<file path="config.mk">
export PLATFORM = sky130hd
export DESIGN_NAME = gb_dma_ctrl
export DESIGN_NICKNAME = d
export VERILOG_FILES = /design/src/rtl/gb_dma_ctrl.sv
export SDC_FILE = /design/constraint.sdc
export NUM_CORES = 1
export LEC_CHECK = 0
export CAP_MARGIN = 20
export CORE_ASPECT_RATIO = 0.7
export CORE_MARGIN = 2
export CORE_UTILIZATION = 58
export CTS_BUF_LIST = sky130_fd_sc_hd__clkbuf_8
export DETAILED_ROUTE_END_ITERATION = 8
export PLACE_DENSITY = 0.84
export SYNTH_ARGS = -nofsm -noshare
export SYNTH_HDL_FRONTEND = slang
export SYNTH_SLANG_ARGS = --single-unit
</file>
<file path="constraint.sdc">
create_clock -name clk -period 3.25 [get_ports clk]
set_input_delay 0.975 -clock clk [delete_from_list [all_inputs] [get_ports clk]]
set_output_delay 0.975 -clock clk [all_outputs]
set_load 0.03 [all_outputs]
</file>
<file path="src/rtl/gb_dma_ctrl.sv">
// DMA engine: DMG-style OAM DMA plus an optional CGB-style general-purpose block copy.
// One byte moves every two clocks through a single-byte buffer (READ then WRITE).
module gb_dma_ctrl #(
  parameter int unsigned OAM_LEN     = 160,
  parameter int unsigned START_DELAY = 1,
  parameter bit          GP_EN       = 1'b1,
  parameter int unsigned GP_UNIT     = 16
) (
  input  logic        clk,
  input  logic        n_reset,
  input  logic [2:0]  reg_sel,
  input  logic        reg_wr,
  input  logic [7:0]  reg_din,
  output logic [7:0]  reg_dout,
  output logic [15:0] adr_rd,
  output logic        rd,
  input  logic [7:0]  din_rd,
  output logic [15:0] adr_wr,
  output logic        wr,
  output logic [7:0]  dout_wr,
  output logic        oam_active,
  output logic        gp_active,
  output logic        done
);
  localparam int unsigned UNIT_SH = $clog2(GP_UNIT);
  localparam int unsigned DLY_W   = (START_DELAY > 1) ? $clog2(START_DELAY) : 1;

  typedef enum logic [1:0] {S_IDLE, S_DELAY, S_READ, S_WRITE} state_t;

  state_t           r_state, w_state_nxt;
  logic             r_gp;
  logic             r_pend;
  logic             r_done;
  logic [DLY_W-1:0] r_dly;
  logic [15:0]      r_src, r_dst, r_idx, r_last;
  logic [7:0]       r_buf, r_oam_hi;
  logic [7:0]       r_gp_src_hi, r_gp_src_lo, r_gp_dst_hi, r_gp_dst_lo;

  logic       w_busy, w_gp_act, w_wr0, w_last, w_start_oam, w_start_gp;
  logic [7:0] w_oam_hi;
  logic [6:0] w_units;

  function automatic logic [7:0] f_echo(input logic [7:0] hi);
    return (hi >= 8'hE0) ? (hi & 8'hDF) : hi;
  endfunction

  assign w_busy   = (r_state != S_IDLE);
  assign w_gp_act = w_busy & r_gp;
  assign w_wr0    = reg_wr & (reg_sel == 3'd0);
  assign w_last   = (r_state == S_WRITE) & (r_idx == r_last);
  // An OAM write during GP only queues; the queued run launches from the first idle cycle.
  assign w_start_oam = (w_wr0 & ~w_gp_act) | (~w_busy & r_pend);
  assign w_start_gp  = GP_EN & reg_wr & (reg_sel == 3'd5) & ~w_busy & ~r_pend;
  assign w_oam_hi    = w_wr0 ? reg_din : r_oam_hi;
  assign w_units     = 7'((r_last - r_idx) >> UNIT_SH);

  assign rd         = (r_state == S_READ);
  assign wr         = (r_state == S_WRITE);
  assign adr_rd     = rd ? (r_src + r_idx) : '0;
  assign adr_wr     = wr ? (r_dst + r_idx) : '0;
  assign dout_wr    = wr ? r_buf : '0;
  assign oam_active = w_busy & ~r_gp;
  assign gp_active  = w_gp_act;
  assign done       = r_done;

  always_ff @(posedge clk or negedge n_reset) begin
    if (!n_reset) r_state <= S_IDLE;
    else          r_state <= w_state_nxt;
  end

  always_comb begin
    w_state_nxt = r_state;
    case (r_state)
      S_DELAY: if (r_dly == DLY_W'(START_DELAY - 1)) w_state_nxt = S_READ;
      S_READ:  w_state_nxt = S_WRITE;
      S_WRITE: w_state_nxt = (r_idx == r_last) ? S_IDLE : S_READ;
      default: w_state_nxt = r_state;
    endcase
    if (w_start_oam || w_start_gp) w_state_nxt = (START_DELAY == 0) ? S_READ : S_DELAY;
  end

  always_ff @(posedge clk or negedge n_reset) begin
    if (!n_reset) begin
      r_gp        <= 1'b0;
      r_pend      <= 1'b0;
      r_done      <= 1'b0;
      r_dly       <= '0;
      r_src       <= '0;
      r_dst       <= '0;
      r_idx       <= '0;
      r_last      <= '0;
      r_buf       <= '0;
      r_oam_hi    <= '0;
      r_gp_src_hi <= '0;
      r_gp_src_lo <= '0;
      r_gp_dst_hi <= '0;
      r_gp_dst_lo <= '0;
    end else begin
      // A restart landing on the final write suppresses the completion pulse.
      r_done <= w_last & ~w_start_oam;
      if (w_wr0) r_oam_hi <= reg_din;
      if (w_start_oam)           r_pend <= 1'b0;
      else if (w_wr0 && w_gp_act) r_pend <= 1'b1;

      if (GP_EN && reg_wr && !w_gp_act) begin
        case (reg_sel)
          3'd1:    r_gp_src_hi <= reg_din;
          3'd2:    r_gp_src_lo <= reg_din & 8'hF0;
          3'd3:    r_gp_dst_hi <= reg_din;
          3'd4:    r_gp_dst_lo <= reg_din & 8'hF0;
          default: ;
        endcase
      end

      if (w_start_oam) begin
        r_gp   <= 1'b0;
        r_src  <= {f_echo(w_oam_hi), 8'h00};
        r_dst  <= 16'hFE00;
        r_last <= 16'(OAM_LEN - 1);
        r_idx  <= '0;
        r_dly  <= '0;
      end else if (w_start_gp) begin
        r_gp   <= 1'b1;
        r_src  <= {r_gp_src_hi, r_gp_src_lo};
        r_dst  <= {r_gp_dst_hi, r_gp_dst_lo};
        r_last <= 16'(((32'(reg_din[6:0]) + 32'd1) << UNIT_SH) - 32'd1);
        r_idx  <= '0;
        r_dly  <= '0;
      end else begin
        if (r_state == S_DELAY) r_dly <= r_dly + DLY_W'(1);
        if (rd) r_buf <= din_rd;
        if (wr) r_idx <= r_idx + 16'd1;
      end
    end
  end

  always_comb begin
    reg_dout = 8'hFF;
    case (reg_sel)
      3'd0: reg_dout = r_oam_hi;
      3'd1: if (GP_EN) reg_dout = r_gp_src_hi;
      3'd2: if (GP_EN) reg_dout = r_gp_src_lo;
      3'd3: if (GP_EN) reg_dout = r_gp_dst_hi;
      3'd4: if (GP_EN) reg_dout = r_gp_dst_lo;
      3'd5: if (GP_EN && w_gp_act) reg_dout = {1'b0, w_units};
      default: reg_dout = 8'hFF;
    endcase
  end

endmodule

</file>
==> metrics.md <==
| Metric | Value |
|---|---|
| Global route overflow | 0 |
| Worst hold slack | about 0.5 ns |
| Hold Crit Depth | 2 |
| Failing checks | setup timing |
| Worst-path fanout max | 5 |
| Fraction of layout instances using a drive strength above 1 | 36.1% |
| Hold EP | r_last[10] |
| I/O Pins | 75 |
| Worst-margin pin slew | 0.822 ns |
| Total of max-cap violations | 0 |
| Final setup viols | 21 |
| Post-synth EDFFs | 0 |
| Fin crit period | between 3 and 4 ns |
| Synth area leader | dfrtp_1 |
| Reg2Reg Depth | 6 |
| Multi-input gate area | 0.00410 mm2 |
| Synth unique cells | 70 |
| Via count | about 6.3k |
| Initial DRC count | between 700 and 800 |
| Sequential power share | a little under a quarter |
| Most common cell in the synthesized netlist | dfrtp_1 |
| Final WL | between 20000 and 25000 um |
| Drt drc | 0 |
| Largest net degree at the start of global routing | 60 |
| Initial antenna violation count | 0 |
| GRT Total Usage | between 30% and 40% |
| Sw Share | between 40% and 50% |
| Power Density | 1060 mW/mm2 |
| Hold Path Class | register to register |
| Final Max Slew Viols | 0 |
| Clk buf depth | 2 |
| P_leak | 3.82 nW |
| Non-Filler Instances | roughly 940 |
| P_int | 4.64 mW |
| Ant. Diodes | 0 |
| Horiz. Die Dim | 127 um |
| CP Data Arrival Time | between 2 and 3 ns |
| R2R Path Start | r_state[0] |
| Clk Latency, worst-skew pair | 0.39 ns |
| Die Ht | roughly 90 um |
| Reg2reg end | r_gp_dst_hi[6] |
| H-tree depth | 3 |
| Final-layout fill cell count | between 500 and 600 |
| Post-synthesis register bit count | between 90 and 100 |
| Top cells by area, synth | dfrtp_1 39%, ha_1 6.9%, mux2_2 6.2%, nor2_1 3.8%, nand2_1 3.3% |
| Cells after synthesis | roughly 640 |
| Detailed Routing Iterations Pass 1 | 7 |
| Root Driver | clkbuf_8 |
| CTS Buf Count | 9 |
| Relative slew margins | between 40 and 50% |
| Util after Layout | about 83% |
| WL per Instance | 23.2 um |
| Max Clock Skew | approximately 0.016 ns |
| # rows | 31 |
| Post-Syn Area per Cell | roughly 9.6 um2 |
| Worst vdd ir | around 0.59 mV |
| CORE AREA | ~0.010 mm2 |
| Crit share post-route | 108% |
| Area fraction of the dominant cell type after synthesis | slightly below 40% |
| Async set-reset flop share out of synthesis | between 90% and 100% |
| R2r setup slk | about 0.82 ns |
| Die ar. | 0.0115 mm2 |
| Sequential share of the synthesized area | about two fifths |
| Psw | approximately 4.4 mW |
| Net count, final | 865 |
| Vias in the first global route | 6157 |
| Critical path class | register to output pin |
| Comb pwr share | ~69% |
| RSZ-0062 raised after global routing | yes |
| Final hold viol count | 0 |
| Dpl hpwl | between 10000 and 15000 um |
| Mapped Nets | ~700 |
| WP data required | 2.27 ns |
| Synth Flop Type | dfrtp_1 |
| Setup slack after layout | -0.261 ns |
| Final ANT Viol Nets | 0 |
| Clock Power Share | approximately 8.8% |
| CTS tree | built |
| Area of the mapped netlist | 0.00617 mm2 |
| Outcome | finished with violations |
| Hold_sp | r_last[10] |
| RD Place Congestion | a little over 0.9 |
| Storage cell area | 0.00241 mm2 |
| Number of port buffers | 74 |
| CP Capture Type | output pin |
| Top cells by count, synth | 96 x dfrtp_1, 62 x nor2_1, 54 x nand2_1 |
| Clock Sinks | 96 |
| Layout area overhead | 38.5% |
| CTS Hold Bufs | 0 |
| Placed Cells | 900 |
| First-pass GRT wire length | ~34000 um |
| Clk slew on worst S/H paths | 0.09 ns |
| Synth Warn # | 0 |
| Highest Clock Rate | approximately 0.28 GHz |
| Via density per instance | 6.69 |
| Critical Path Start Type | register |
| Initial core utilization | just under 60% |
-- logic make-up (layout without fill, tap and decap cells) --
kind of cell	Yosys count	after routing	share of synthesized area [%]
and+or+nand+nor	217	217	17.5
AOI/OAI and AO/OA	153	153	17.7
DFF	96	96	38.9
buffers and inverters	55	224	4.10
muxes	45	45	8.39
xor gates and xnor gates	41	41	5.82
adders and majority gates	36	36	7.54
-- worst max-delay path, cell delays in order, from the launching register on --
cell	delay (ns)
dfrtp_1	0.39
buf_4	0.16
ha_1	0.38
o21ai_0	0.16
a21oi_1	0.37
nand4_1	0.19
a211o_1	0.29
nand2_1	0.08
buf_6	0.13
-- per-layer routing --
layer	global-route usage [%]	vias up	part of all wire, %	wire (um)
li1	-	2675	-	-
met1	53.4	3103	40	8690
met2	57.6	440	45	9880
met3	10.3	95	12	2550
met4	11.8	0	3.5	775
met5	0	-	0	0
-- sequential cells by signal (all words and copies together) (netlist names), 8 cells and up --
| signal | count |
|---|---|
| r_last | 10 |
| r_src | 12 |
| r_gp_src_hi | 8 |
| r_gp_dst_hi | 8 |
| r_dst | 12 |
| r_buf | 8 |
| r_idx | 16 |
| r_oam_hi | 8 |
-- repair_timing --
| action | 4_1_cts | 5_1_grt |
|---|---|---|
| setup endpoints to repair | 31 | 30 |
| gates resized for setup | 121 | 42 |
| buffers inserted | 21 | 9 |
| pin swaps | 45 | 30 |
-- cells in the final DEF (no fill, tap or decap), drive strengths merged, types with 10 or more instances in the layout --
cell type / instances
inv: 23
dfrtp: 96
clkbuf: 11
a22o: 12
xor2: 22
nand3: 14
clkdlybuf4s50: 35
nor2: 63
o21ai: 31
and3: 21
nand4: 12
a21oi: 26
nor3: 12
a21o: 10
ha: 34
mux2: 34
xnor2: 19
a211oi: 10
buf: 146
nand2: 55
-- power groups by stage --
stage / registers, mW / clock network [mW] / logic, mW
6_report: 2.06 / 0.792 / 6.20
3_3_place_gp: 1.97 / 0 / 4.81
2_1_floorplan: 1.87 / 0 / 3.14
4_1_cts: 2.02 / 0.786 / 5.66
3_5_place_dp: 2.00 / 0 / 4.99
5_1_grt: 2.08 / 0.839 / 6.54
-- worst max path at each step --
stage	from	end	slack, ns	cells after the start
finish	r_idx[9]	adr_wr[15]	-0.26	8
global placement	reg_sel[0]	reg_dout[3]	-0.86	6
detailed placement	reg_sel[0]	reg_dout[3]	-0.92	6
global route	r_idx[4]	adr_rd[14]	-0.37	9
floorplan	reg_sel[2]	reg_dout[0]	-0.01	4
CTS	r_idx[4]	adr_rd[14]	-0.24	9
-- stage by stage --
| step | power, mW | cell area (um2) | worst slack, ns | setup TNS (ns) |
|---|---|---|---|---|
| 2_1_floorplan | 5.01 | 6200 | -0.0120 | -0.0120 |
| 3_3_place_gp | 6.78 | 7520 | -0.859 | -4.98 |
| 3_5_place_dp | 6.98 | 7520 | -0.917 | -6.43 |
| 4_1_cts | 8.46 | 8350 | -0.243 | -2.06 |
| 5_1_grt | 9.46 | 8550 | -0.373 | -4.77 |
| 6_report | 9.05 | 8550 | -0.261 | -2.71 |
-- layout make-up --
cell class | instances | share of cell area (%)
multi-input combinational | 492 | 47.9
sequential | 96 | 28.2
timing repair buffer | 188 | 18.9
tap | 132 | 1.93
clock buffer | 9 | 1.45
inverter | 20 | 0.922
clock inverter | 7 | 0.717
(Power assumes the default switching activity.)
